$ cat config.mk
export PLATFORM = sky130hd
export DESIGN_NAME = rcas_arbiter
export DESIGN_NICKNAME = d
export VERILOG_FILES = /design/src/rtl/rcas_arb_pkg.sv /design/src/rtl/rcas_8bit.sv /design/src/rtl/rr_arb2.sv /design/src/rtl/rcas_arbiter.sv
export SDC_FILE = /design/constraint.sdc
export NUM_CORES = 1
export LEC_CHECK = 0
export CORE_MARGIN = 10
export CORE_UTILIZATION = 45
export CTS_CLUSTER_DIAMETER = 120
export DETAILED_ROUTE_END_ITERATION = 16
export HOLD_SLACK_MARGIN = 0.12
export PLACE_DENSITY = 0.8
export SYNTH_ARGS = -nofsm -noshare
export SYNTH_HDL_FRONTEND = slang
export SYNTH_HIERARCHICAL = 1
export SYNTH_SLANG_ARGS = --single-unit
export TNS_END_PERCENT = 5
$ cat constraint.sdc
create_clock -name clk -period 7.15 [get_ports clk]
set_input_delay 1.43 -clock clk [delete_from_list [all_inputs] [get_ports clk]]
set_output_delay 1.43 -clock clk [all_outputs]
set_load 0.01 [all_outputs]
$ cat src/rtl/rcas_arb_pkg.sv
// Shared constants and bundle types for the rcas arbiter.
// Imported by the datapath wrapper and its helpers.
package rcas_arb_pkg;

    localparam int DATA_W = 8;

    localparam logic OP_ADD = 1'b0;
    localparam logic OP_SUB = 1'b1;

    typedef struct packed {
        logic              valid;
        logic [DATA_W-1:0] result;
        logic              c_out;
        logic              ovf;
    } rsp_slot_t;

endpackage

$ cat src/rtl/rcas_8bit.sv
// Ripple-carry add/subtract unit, 8 bits wide.
// sel=1 inverts b and injects a carry-in, so c_out=1 means no borrow.
module rcas_8bit (
    input  logic [7:0] a,
    input  logic [7:0] b,
    input  logic       sel,
    output logic [7:0] result,
    output logic       c_out
);

    logic [8:0] c;
    logic [7:0] bx;

    assign bx   = b ^ {8{sel}};
    assign c[0] = sel;

    for (genvar i = 0; i < 8; i++) begin : g_bit
        assign result[i] = a[i] ^ bx[i] ^ c[i];
        assign c[i+1]    = (a[i] & bx[i])
                         | (c[i] & (a[i] ^ bx[i]));
    end

    assign c_out = c[8];

endmodule

$ cat src/rtl/rr_arb2.sv
// Two-input round-robin arbiter with its priority pointer.
// The pointer flips to the loser after every grant.
module rr_arb2 #(
    parameter int PRIO_RESET = 0
) (
    input  logic       clk,
    input  logic       rst_n,
    input  logic [1:0] elig,
    output logic [1:0] grant
);

    logic ptr;

    always_comb begin
        grant = 2'b00;
        unique case (1'b1)
            (elig == 2'b11): grant[ptr] = 1'b1;
            (elig == 2'b01): grant[0]   = 1'b1;
            (elig == 2'b10): grant[1]   = 1'b1;
            default:         grant      = 2'b00;
        endcase
    end

    always_ff @(posedge clk or negedge rst_n) begin
        if (!rst_n) begin
            ptr <= 1'(PRIO_RESET);
        end else if (grant[0]) begin
            ptr <= 1'b1;
        end else if (grant[1]) begin
            ptr <= 1'b0;
        end
    end

endmodule

$ cat src/rtl/rcas_arbiter.sv
// Shares one rcas_8bit between two requesters with
// round-robin grant and a registered response slot each.
module rcas_arbiter
    import rcas_arb_pkg::*;
#(
    parameter int PRIO_RESET = 0,
    parameter int CNT_W      = 8
) (
    input  logic              clk,
    input  logic              rst_n,
    input  logic              req0_valid,
    output logic              req0_ready,
    input  logic [DATA_W-1:0] req0_a,
    input  logic [DATA_W-1:0] req0_b,
    input  logic              req0_sel,
    input  logic              req1_valid,
    output logic              req1_ready,
    input  logic [DATA_W-1:0] req1_a,
    input  logic [DATA_W-1:0] req1_b,
    input  logic              req1_sel,
    output logic              rsp0_valid,
    input  logic              rsp0_ready,
    output logic [DATA_W-1:0] rsp0_result,
    output logic              rsp0_c_out,
    output logic              rsp0_ovf,
    output logic              rsp1_valid,
    input  logic              rsp1_ready,
    output logic [DATA_W-1:0] rsp1_result,
    output logic              rsp1_c_out,
    output logic              rsp1_ovf,
    output logic [CNT_W-1:0]  cnt0,
    output logic [CNT_W-1:0]  cnt1,
    output logic              busy
);

    rsp_slot_t         slot [2];
    logic [CNT_W-1:0]  cnt  [2];
    logic [1:0]        rsp_rdy;
    logic [1:0]        elig;
    logic [1:0]        grant;
    logic [DATA_W-1:0] op_a;
    logic [DATA_W-1:0] op_b;
    logic              op_sel;
    logic [DATA_W-1:0] sum;
    logic              c_out;
    logic              ovf;

    assign rsp_rdy = {rsp1_ready, rsp0_ready};

    // A slot draining this cycle can accept a new load.
    assign elig[0] = req0_valid
                   & (~slot[0].valid | rsp0_ready);
    assign elig[1] = req1_valid
                   & (~slot[1].valid | rsp1_ready);

    rr_arb2 #(
        .PRIO_RESET(PRIO_RESET)
    ) u_arb (
        .clk  (clk),
        .rst_n(rst_n),
        .elig (elig),
        .grant(grant)
    );

    assign req0_ready = grant[0];
    assign req1_ready = grant[1];

    assign op_a   = grant[1] ? req1_a   : req0_a;
    assign op_b   = grant[1] ? req1_b   : req0_b;
    assign op_sel = grant[1] ? req1_sel : req0_sel;

    rcas_8bit u_alu (
        .a     (op_a),
        .b     (op_b),
        .sel   (op_sel),
        .result(sum),
        .c_out (c_out)
    );

    assign ovf = (op_a[7] == (op_b[7] ^ op_sel))
               && (sum[7] != op_a[7]);

    for (genvar i = 0; i < 2; i++) begin : g_slot
        always_ff @(posedge clk or negedge rst_n) begin
            if (!rst_n) begin
                slot[i] <= '0;
            end else if (grant[i]) begin
                slot[i] <= '{valid:  1'b1,
                             result: sum,
                             c_out:  c_out,
                             ovf:    ovf};
            end else if (slot[i].valid && rsp_rdy[i]) begin
                slot[i].valid <= 1'b0;
            end
        end

        always_ff @(posedge clk or negedge rst_n) begin
            if (!rst_n) begin
                cnt[i] <= '0;
            end else if (slot[i].valid && rsp_rdy[i]
                         && cnt[i] != {CNT_W{1'b1}}) begin
                cnt[i] <= cnt[i] + 1'b1;
            end
        end
    end

    assign rsp0_valid  = slot[0].valid;
    assign rsp0_result = slot[0].result;
    assign rsp0_c_out  = slot[0].c_out;
    assign rsp0_ovf    = slot[0].ovf;
    assign rsp1_valid  = slot[1].valid;
    assign rsp1_result = slot[1].result;
    assign rsp1_c_out  = slot[1].c_out;
    assign rsp1_ovf    = slot[1].ovf;
    assign cnt0        = cnt[0];
    assign cnt1        = cnt[1];

    assign busy = slot[0].valid | slot[1].valid
                | req0_valid | req1_valid;

endmodule
# ---- After elaboration in Yosys (flattened, before gate mapping)
# Cells that the tools add are included.
dict set report op_classes {
  add_sub_neg 2
  mul 0
  n_div 0
  n_lt_le_gt_ge 2
  n_eq_ne 7
  shift 0
  mux 13
  bitwise_logic 51
  reduce_logical 9
}
# operator n
set op_table {}
lappend op_table {{AND 1 bit} 18}
lappend op_table {{bitwise XOR 1 bit} 17}
lappend op_table {{adder 8 x 1 -> 8 bit (second input constant)} 2}
lappend op_table {{two-way mux 8 bit} 2}
lappend op_table {{inequality test 8 bit (second input constant)} 2}
lappend op_table {{bitwise OR 1 bit} 13}
lappend op_table {{two-way mux 1 bit} 8}
lappend op_table {{bitwise XOR 8 bit} 1}
lappend op_table {{logical AND 1 bit} 6}
lappend op_table {{nonzero test 2 bit} 3}
lappend op_table {{equality test 2 bit (second input constant)} 2}
lappend op_table {{one-hot mux 1 bit (2 select lines)} 2}
lappend op_table {{equality test 2 x 1 -> 1 bit (second input constant)} 1}
lappend op_table {{< comparator 1 x 2 -> 1 bit (second input constant)} 1}
lappend op_table {{NOT 1 bit} 2}
lappend op_table {{demux 1 bit (select 1 bit)} 1}
lappend op_table {{equality test 1 bit} 1}
lappend op_table {{>= comparator 1 bit (second input constant)} 1}
lappend op_table {{inequality test 1 bit} 1}
dict set report totals {
  register_bits 39
  latch_bits 0
  ram_bits 0
  romBits 0
  in_bits 40
  output_inout_bits 41
  mem_count 0
}

# ---- Depth between registers and ports, before layout
# Gate-level depths: netlist of run 1.
dict set report logic_depth {
  depth_word 25
  depth_mapped 19
  ltp_nobuf 17
}

# ---- By module
# The synthesis of run 1 kept the hierarchy.
# mod instances cells_each area_each_um2 seq_area_each_um2
set modules_own_cells {}
lappend modules_own_cells {rcas_arbiter 1 159 1923.1 950.9}
lappend modules_own_cells {rcas_8bit 1 29 277.8 0.0}
lappend modules_own_cells {rr_arb2 1 6 52.6 25.0}

# ---- Least setup slack after synthesis of run 1
# OpenSTA, ideal clock, no wires.
dict set report synth_path {
  path_kind {input-to-reg}
  from {input port rsp0_ready}
  to {register slot, in the netlist rsp0_ovf}
  arrival_ps 6081
  required_ps 7022
  slack_ps 941
  cell_stages 19
  path_buffers 2
  path_cell_list {nand2b_1 > and2_1 > a21boi_1 > buf_2 > buf_2 > mux2_2 > mux2_2 > fa_1 > inv_1 > fa_1 > fa_1 > fa_1 > fa_1 > fa_1 > inv_1 > fa_1 > and2_1 > mux2i_1 > a21oi_1}
}
dict set report synth_via {
  elab_chain_cells 24
}
# item line_no
set synth_rtl {}
lappend synth_rtl {{start: declaration} rcas_arbiter.sv:22} ;# input logic rsp0_ready,
lappend synth_rtl {{bitwise OR 1 bit (*)} rcas_arbiter.sv:52} ;# & (~slot[0].valid | rsp0_ready);
lappend synth_rtl {{AND 1 bit (*)} rcas_arbiter.sv:52}
lappend synth_rtl {{via elig[0]} rcas_arbiter.sv:39} ;# logic [1:0] elig;
lappend synth_rtl {{equality test 2 bit (on tied branches)} {rr_arb2.sv:19, rr_arb2.sv:17}}
lappend synth_rtl {{one-hot mux 1 bit (2 select lines) (*)} rr_arb2.sv:16} ;# unique case (1'b1)
lappend synth_rtl {{via req1_ready} rcas_arbiter.sv:17} ;# output logic req1_ready,
lappend synth_rtl {{two-way mux 8 bit (*)} rcas_arbiter.sv:69} ;# assign op_b = grant[1] ? req1_b : req0_b;
lappend synth_rtl {{via op_b[0]} rcas_arbiter.sv:42} ;# logic [DATA_W-1:0] op_b;
lappend synth_rtl {{[... 12 more ...]} n/a}
lappend synth_rtl {{AND 1 bit (*)} rcas_8bit.sv:20} ;# | (c[i] & (a[i] ^ bx[i]));
lappend synth_rtl {{bitwise OR 1 bit (*)} rcas_8bit.sv:20}
lappend synth_rtl {{AND 1 bit (*)} rcas_8bit.sv:20}
lappend synth_rtl {{bitwise OR 1 bit (*)} rcas_8bit.sv:20}
lappend synth_rtl {{bitwise XOR 1 bit (*)} rcas_8bit.sv:18} ;# assign result[i] = a[i] ^ bx[i] ^ c[i];
lappend synth_rtl {{via sum[7]} rcas_arbiter.sv:44} ;# logic [DATA_W-1:0] sum;
lappend synth_rtl {{inequality test 1 bit (*)} rcas_arbiter.sv:81} ;# && (sum[7] != op_a[7]);
lappend synth_rtl {{logical AND 1 bit (*)} rcas_arbiter.sv:81}
lappend synth_rtl {{end signal: indexed assignment} rcas_arbiter.sv:88} ;# slot[i] <= '{valid: 1'b1,
lappend synth_rtl {{end: declaration} rcas_arbiter.sv:36} ;# rsp_slot_t slot [2];
# The timed path passes the listed nets; every way through them passes the cells marked *.
# A chain may end at the register's enable or synchronous reset.

# ---- Final worst setup path of run 1
dict set report layout_path {
  from {input port rsp0_ready}
  to {register slot, in the netlist rsp0_ovf}
}
dict set report layout_via {
  elab_chain_cells 24
}
# item line_no
set layout_rtl {}
lappend layout_rtl {{bitwise OR 1 bit (*)} rcas_arbiter.sv:52}
lappend layout_rtl {{AND 1 bit (*)} rcas_arbiter.sv:52}
lappend layout_rtl {{via elig[0]} rcas_arbiter.sv:39}
lappend layout_rtl {{equality test 2 bit (on tied branches)} {rr_arb2.sv:19, rr_arb2.sv:17}}
lappend layout_rtl {{one-hot mux 1 bit (2 select lines) (*)} rr_arb2.sv:16}
lappend layout_rtl {{two-way mux 1 bit (*)} rcas_arbiter.sv:70} ;# assign op_sel = grant[1] ? req1_sel : req0_sel;
lappend layout_rtl {{via op_sel} rcas_arbiter.sv:43} ;# logic op_sel;
lappend layout_rtl {{bitwise XOR 8 bit} rcas_8bit.sv:14} ;# assign bx = b ^ {8{sel}};
lappend layout_rtl {{[... 11 more ...]} n/a}
lappend layout_rtl {{AND 1 bit} rcas_8bit.sv:20}
lappend layout_rtl {{bitwise OR 1 bit} rcas_8bit.sv:20}
lappend layout_rtl {{AND 1 bit} rcas_8bit.sv:20}
lappend layout_rtl {{bitwise OR 1 bit} rcas_8bit.sv:20}
lappend layout_rtl {{bitwise XOR 1 bit (*)} rcas_8bit.sv:18}
lappend layout_rtl {{via sum[7]} rcas_arbiter.sv:44}
lappend layout_rtl {{inequality test 1 bit (*)} rcas_arbiter.sv:81}
lappend layout_rtl {{logical AND 1 bit (*)} rcas_arbiter.sv:81}
# Marks and branches as above.

==> impl_metrics.py, run 1 <==
metrics = {
    "timing": {
        "grt_setup_unrepaired": "no",
        "setup_violations": 0,
        "fin_crit_sh_pct": 88.5,
        "hold_violations": 0,
        "max-slew-margin-rel_pct": 43.8,
        "max_freq_mhz": 158,
        "skew_ps": 2.99,
        "tightest_slew_ps": 843,
        "fin_crit_ps": 6330,
        "fin_setup_tns_ps": 0,
        "drv_slew": 0,
    },
    "critical_path": {
        "crit_type": "input pin to flip-flop",
        "path_cells": "clkdlybuf4s50_1, nand2b_1, and2_1, a21boi_4, mux2_2, xor2_1, fa_1, inv_1, fa_1, fa_1, fa_1, fa_1, fa_1, inv_1, fa_1, and2_1, mux2i_1, a21oi_1",
        "max_stage_delay_ps": 490,
        "setup.worst_path.end_class": "flip-flop",
        "cp_common_cell": "fa_1",
        "cp_data_arrival_time_ps": 6500,
        "crit_fanout": 8,
        "r2r_start": "rsp0_valid",
        "critPathSlowestCell": "clkdlybuf4s50_1",
        "critPathLaunch": "rsp0_ready",
        "r2r_cells": 17,
        "start_kind": "input pin",
        "required_ps": 7320,
    },
    "clock_tree": {
        "clk_latency_ps": 290,
        "h-tree-depth": 2,
        "cts_tree": "built",
        "clock_path_buffers": 2,
        "root_buffer": "clkbuf_8",
        "cts.sinks": 39,
        "cts_buffers": 5,
        "clk_pin_slew_ps": 70,
        "ctsHoldBuffers": 0,
        "cts_resized": 0,
        "post-cts-setup-buffers": 0,
    },
    "synth": {
        "yosys_warnings": 6,
        "netlist.area_leader.share_pct": 43.3,
        "syn-cell-area_sq_um": 2250,
        "synth_nets": 243,
        "synth_flop_cell": "dfrtp_1",
        "syn_area_per_cell_sq_um": 11.6,
        "async_flop_share_pct": 100,
        "yosys.area.top_type": "dfrtp_1",
        "ys_types": 36,
        "ys_top_cells_by_count": "39 x dfrtp_1, 38 x mux2_2, 17 x inv_1",
        "synth_edf_count": 0,
        "synth_seq_cells": 39,
        "yosysSeqAreaShare_pct": 43.3,
        "synthMostInstantiatedCell": "dfrtp_1",
        "synth.area.top_cells": "dfrtp_1 43%, mux2_2 19%, fa_1 6.2%",
        "syn_inst": 194,
    },
    "floorplan": {
        "io_pins": 81,
        "start_util_pct": 47.1,
        "dieHeight_microns": 90.8,
        "core-area_sq_um": 4790,
        "dieArea_sq_um": 8240,
        "num_rows": 25,
        "die_w_microns": 90.8,
    },
    "place": {
        "place_hpwl_microns": 4420,
        "dpl.cell_count": 339,
        "port-buffer-count": 80,
        "gp_congestion": 0.837,
    },
    "min_path": {
        "hp-class": "flip-flop to flip-flop",
        "hp-start": "u_arb/ptr",
        "whs_path_depth": 1,
    },
    "flow_run": {
        "drv_cap": 0,
    },
    "power_and_ir_drop": {
        "p_int_w": 0.000707,
        "swShare_pct": 34.0,
        "ir_drop_uv": 220,
        "p_seq_share_pct": 36.1,
        "clkPwrFrac_pct": 15.0,
        "combPwrFrac_pct": 49.0,
        "switchingPower_w": 0.000364,
        "leakage_nw": 1.37,
        "total_power_w": 0.00107,
        "p_per_area_nw_per_um2": 331,
    },
    "drt": {
        "via_count": 1712,
        "wl_per_cell_microns": 15.3,
        "routed_wl_microns": 5310,
        "ant_nets": 0,
        "via_per_inst": 4.93,
        "drc": 0,
        "drt_pass1_iterations": 4,
        "drt_iter0_drc": 56,
    },
    "final_layout": {
        "areaGrowthSynthToFinish_pct": 43.6,
        "diodes": 0,
        "drive_above_1_share_pct": 20.4,
        "num-fill-cells": 346,
        "num-nets-final": 328,
        "multi_input_area_sq_um": 1190,
        "instances_no_fill": 347,
        "regArea_sq_um": 976,
    },
    "status": {
        "status": "finished, final reports clean",
    },
    "global_route": {
        "grt_overflow": 0,
        "track_usage_pct": 13.3,
        "grt_max_degree": 40,
        "grt_pass1_vias": 1852,
        "grt_antenna_before_repair": 0,
        "grt_pass1_wl_microns": 9090,
    },
}
layout make-up:
class                   instances  share of cell area [%]
inverters                      17                    1.97
multi-input cells             133                    36.9
well taps                      67                    2.59
clock buffers                   8                    3.09
repair buffers                 83                    25.3
flip-flops and latches         39                    30.2
stage by stage:
| stage | utilization [%] | setup WS [ps] | area, sq um | hold WS (ps) |
|---|---|---|---|---|
| 2_1_floorplan | - | 941 | 2250 | 460 |
| 6_report | 67.6 | 823 | 3240 | 496 |
| 4_1_cts | 67.6 | 803 | 3240 | 499 |
| 5_1_grt | 67.6 | 527 | 3240 | 526 |
| 3_5_place_dp | 65.5 | 490 | 3140 | 489 |
| 3_3_place_gp | 65.5 | 717 | 3140 | 480 |
power by group through the flow:
stage,clock (W),combinational [W],sequential [W]
after floorplan,0,0.000218,0.000425
after global placement,0,0.000523,0.000388
after detailed placement,0,0.000534,0.000391
after CTS,0.000165,0.000536,0.000388
after global routing,0.000173,0.000577,0.000402
final,0.000161,0.000524,0.000386
routing by layer:
metal / global-route usage [%] / vias up / share of wire [%]
li1: - / 826 / -
met5: 0 / - / 0
met1: 14.7 / 836 / 39
met4: 3.18 / 0 / 0.79
met2: 22.8 / 45 / 52
met3: 5.90 / 5 / 8.2
state kept, by name, summed over array words and instances (netlist names):
name         cells
rsp1_valid       1
rsp0_c_out       1
rsp0_ovf         1
rsp1_ovf         1
cnt1             8
rsp0_result      8
rsp1_c_out       1
cnt0             8
u_arb/ptr        1
rsp0_valid       1
rsp1_result      8
cells by family after synthesis:
logic type | count (synthesis) | synth area share, %
simple gates | 50 | 11.7
mux | 44 | 21.9
flops | 39 | 43.3
buf+inv | 22 | 4.22
xor+xnor | 16 | 6.22
compound gates | 14 | 5.39
fa+ha+maj | 9 | 7.33
critical path, delay by kind of cell:
| kind | cells | cell delay, ps |
|---|---|---|
| compound gates | 2 | 360 |
| fa+ha+maj | 7 | 2630 |
| mux | 2 | 610 |
| buf+inv | 3 | 620 |
| xor+xnor | 1 | 260 |
| simple gates | 3 | 600 |
cell usage in the layout, fill, tap and decap left out, types with 2 or more instances in the layout:
master | synthesis | layout
fa_1 | 7 | 7
and2_1 | 5 | 5
clkbuf_8 | 0 | 7
nand2_1 | 13 | 13
a21oi_1 | 4 | 4
clkdlybuf4s50_1 | 0 | 79
mux2i_1 | 5 | 5
nand3_1 | 5 | 5
xnor2_1 | 9 | 9
mux2_2 | 38 | 38
inv_1 | 17 | 17
xor2_1 | 7 | 7
buf_4 | 0 | 3
nand2b_1 | 5 | 5
ha_1 | 2 | 2
nor2_1 | 12 | 12
dfrtp_1 | 39 | 39
o21a_1 | 2 | 2
worst paths after layout:
| kind | slack (ps) | endpoint |
|---|---|---|
| min in group asynchronous | 1240 | rsp0_result[0] |
| max in group asynchronous | 5380 | rsp0_result[4] |
| min | 500 | u_arb/ptr |
| max reg2reg | 2050 | rsp0_ovf |
| min reg2reg | 500 | u_arb/ptr |
| max | 820 | rsp0_ovf |
Note: power is estimated with default switching activity, not from simulation.
==> inputs of run 2 (changes only) <==
--- a/config.mk
+++ b/config.mk
@@ -5,6 +5,7 @@
 export SDC_FILE = /design/constraint.sdc
 export NUM_CORES = 1
 export LEC_CHECK = 0
+export CORE_ASPECT_RATIO = 1.25
 export CORE_MARGIN = 10
 export CORE_UTILIZATION = 45
 export CTS_CLUSTER_DIAMETER = 120
==> run 2 against run 1 <==
Against the previous run:
- routed wire length fell by 3.3%
- sequential power barely moved
- global-route usage fell by 0.92 points
- hold slack improved by 11 ps
- clock power fell by 12%
- sequential cell count did not move
- cell count fell by 2.0%
- clock skew rose by 4.1 ps
- register-to-register slack got worse by 70 ps
- combinational power fell by 1%
- critical path type unchanged
==> impl_metrics.py, run 2 (synthesized netlist as in run 1, its figures left out) <==
metrics = {
    "power_and_ir_drop": {
        "ir_drop_uv": 227,
        "p_int_w": 0.000685,
        "p_per_area_nw_per_um2": 327,
        "clkPwrFrac_pct": 13.6,
        "p_seq_share_pct": 37.0,
        "total_power_w": 0.00105,
        "leakage_nw": 1.35,
        "combPwrFrac_pct": 49.4,
        "swShare_pct": 34.5,
        "switchingPower_w": 0.000361,
    },
    "min_path": {
        "hp-class": "flip-flop to flip-flop",
        "whs_path_depth": 1,
        "whs_endpoint": "u_arb/ptr",
        "hp-start": "u_arb/ptr",
    },
    "floorplan": {
        "start_util_pct": 46.9,
        "dieHeight_microns": 99.1,
        "io_pins": 81,
        "num_rows": 28,
        "dieArea_sq_um": 8260,
        "die_w_microns": 83.3,
        "core-area_sq_um": 4800,
    },
    "critical_path": {
        "setup.worst_path.end_class": "flip-flop",
        "crit_type": "input pin to flip-flop",
        "cp_common_cell": "fa_1",
        "crit_fanout": 10,
        "path_delay_family": "adder cells",
        "crit_buf_inv": 3,
        "required_ps": 7320,
        "start_kind": "input pin",
        "path_cells": "clkdlybuf4s50_1, nand2b_1, and2_1, a21boi_2, mux2_2, xor2_1, fa_1, inv_1, fa_1, fa_1, fa_1, fa_1, fa_1, inv_1, fa_1, and2_1, mux2i_1, a21oi_1",
        "worst_r2r_endpoint": "rsp0_ovf",
        "cp_data_arrival_time_ps": 6620,
        "r2r_cells": 17,
        "rrSetupSlack_ps": 1980,
        "critPathSlowestCell": "clkdlybuf4s50_1",
        "r2r_start": "rsp0_valid",
        "max_stage_delay_ps": 500,
    },
    "timing": {
        "hold_violations": 0,
        "fin_hold_ws_ps": 507,
        "max_freq_mhz": 155,
        "timing.final.ws_setup_ps": 698,
        "drv_slew": 0,
        "max-slew-margin-rel_pct": 41.1,
        "skew_ps": 7.12,
        "fin_crit_sh_pct": 90.2,
        "tightest_slew_ps": 883,
        "fin_setup_tns_ps": 0,
        "setup_violations": 0,
        "grt_setup_unrepaired": "no",
        "fin_crit_ps": 6450,
    },
    "final_layout": {
        "areaGrowthSynthToFinish_pct": 42.0,
        "multi_input_area_sq_um": 1190,
        "num-nets-final": 328,
        "num-fill-cells": 393,
        "diodes": 0,
        "final_cell_mix": "79 x clkdlybuf4s50_1, 39 x dfrtp_1, 38 x mux2_2",
        "final_common_cell": "clkdlybuf4s50_1",
        "drive_above_1_share_pct": 20.0,
        "fin_area_sq_um": 3200,
        "regArea_sq_um": 976,
    },
    "drt": {
        "ant_nets": 0,
        "drc": 0,
        "routed_wl_microns": 5130,
        "drt_iter0_drc": 71,
        "via_per_inst": 5.06,
        "drt_pass1_iterations": 4,
        "wl_per_cell_microns": 15.1,
        "via_count": 1720,
    },
    "clock_tree": {
        "ctsHoldBuffers": 0,
        "cts.sinks": 39,
        "cts_buffers": 5,
        "h-tree-depth": 2,
        "clk_latency_ps": 280,
        "cts_tree": "built",
        "clk_pin_slew_ps": 80,
        "root_buffer": "clkbuf_8",
        "post-cts-setup-buffers": 0,
        "cts_resized": 0,
        "clock_path_buffers": 2,
    },
    "status": {
        "status": "finished, final reports clean",
    },
    "global_route": {
        "grt_pass1_vias": 1904,
        "grt_max_degree": 40,
        "track_usage_pct": 12.4,
        "grt_pass1_wl_microns": 8710,
        "grt_overflow": 0,
        "grt_antenna_before_repair": 0,
    },
    "place": {
        "place_ws_ps": 401,
        "place_hpwl_microns": 4220,
        "place_area_sq_um": 3120,
        "port-buffer-count": 80,
        "gp_congestion": 0.764,
    },
    "flow_run": {
        "drv_cap": 0,
    },
}
-- run 2: cell types whose count changed in the layout (fill, tap and decap cells not counted), sizes merged --
cell | before | now
clkinv | 0 | 1
clkbuf | 8 | 7
-- run 2: final cells by class --
cell class	count	area share, %
Clock buffer	7	2.38
Clock inverter	1	0.156
Inverter	17	1.99
Multi-Input combinational cell	133	37.1
Sequential cell	39	30.5
Tap cell	60	2.35
Timing Repair Buffer	83	25.6
-- run 2: how the worst max path moves through the flow --
stage | start | cells past startpoint | slack (ps) | to
after floorplan | rsp0_ready | 19 | 940 | rsp0_ovf
after global placement | rsp0_ready | 18 | 530 | rsp0_ovf
after detailed placement | rsp0_ready | 18 | 400 | rsp0_ovf
after CTS | rsp0_ready | 18 | 670 | rsp0_ovf
after global routing | rsp0_ready | 18 | 400 | rsp0_ovf
final | rsp0_ready | 18 | 700 | rsp0_ovf
-- run 2: through the flow --
| stage | util [%] | std cells |
|---|---|---|
| final | 66.7 | 340 |
| after global routing | 66.7 | 340 |
| after CTS | 66.7 | 340 |
| after detailed placement | 65.0 | 332 |
| after global placement | 65.0 | 332 |
| after floorplan | - | 194 |
-- run 2: power groups by stage --
stage	Clock, W	Sequential, W	Combinational, W
3_3_place_gp	0	0.000388	0.000519
5_1_grt	0.000155	0.000402	0.000567
3_5_place_dp	0	0.000392	0.000527
6_report	0.000142	0.000387	0.000517
4_1_cts	0.000146	0.000389	0.000530
2_1_floorplan	0	0.000425	0.000218
-- run 2: metal layers --
metal | GRT usage [%] | routed length, microns | up-vias
met5 | 0 | 0 | -
met4 | 2.89 | 38 | 0
met3 | 6.86 | 565 | 4
met2 | 21.3 | 2530 | 59
met1 | 12.9 | 1990 | 835
li1 | - | - | 822
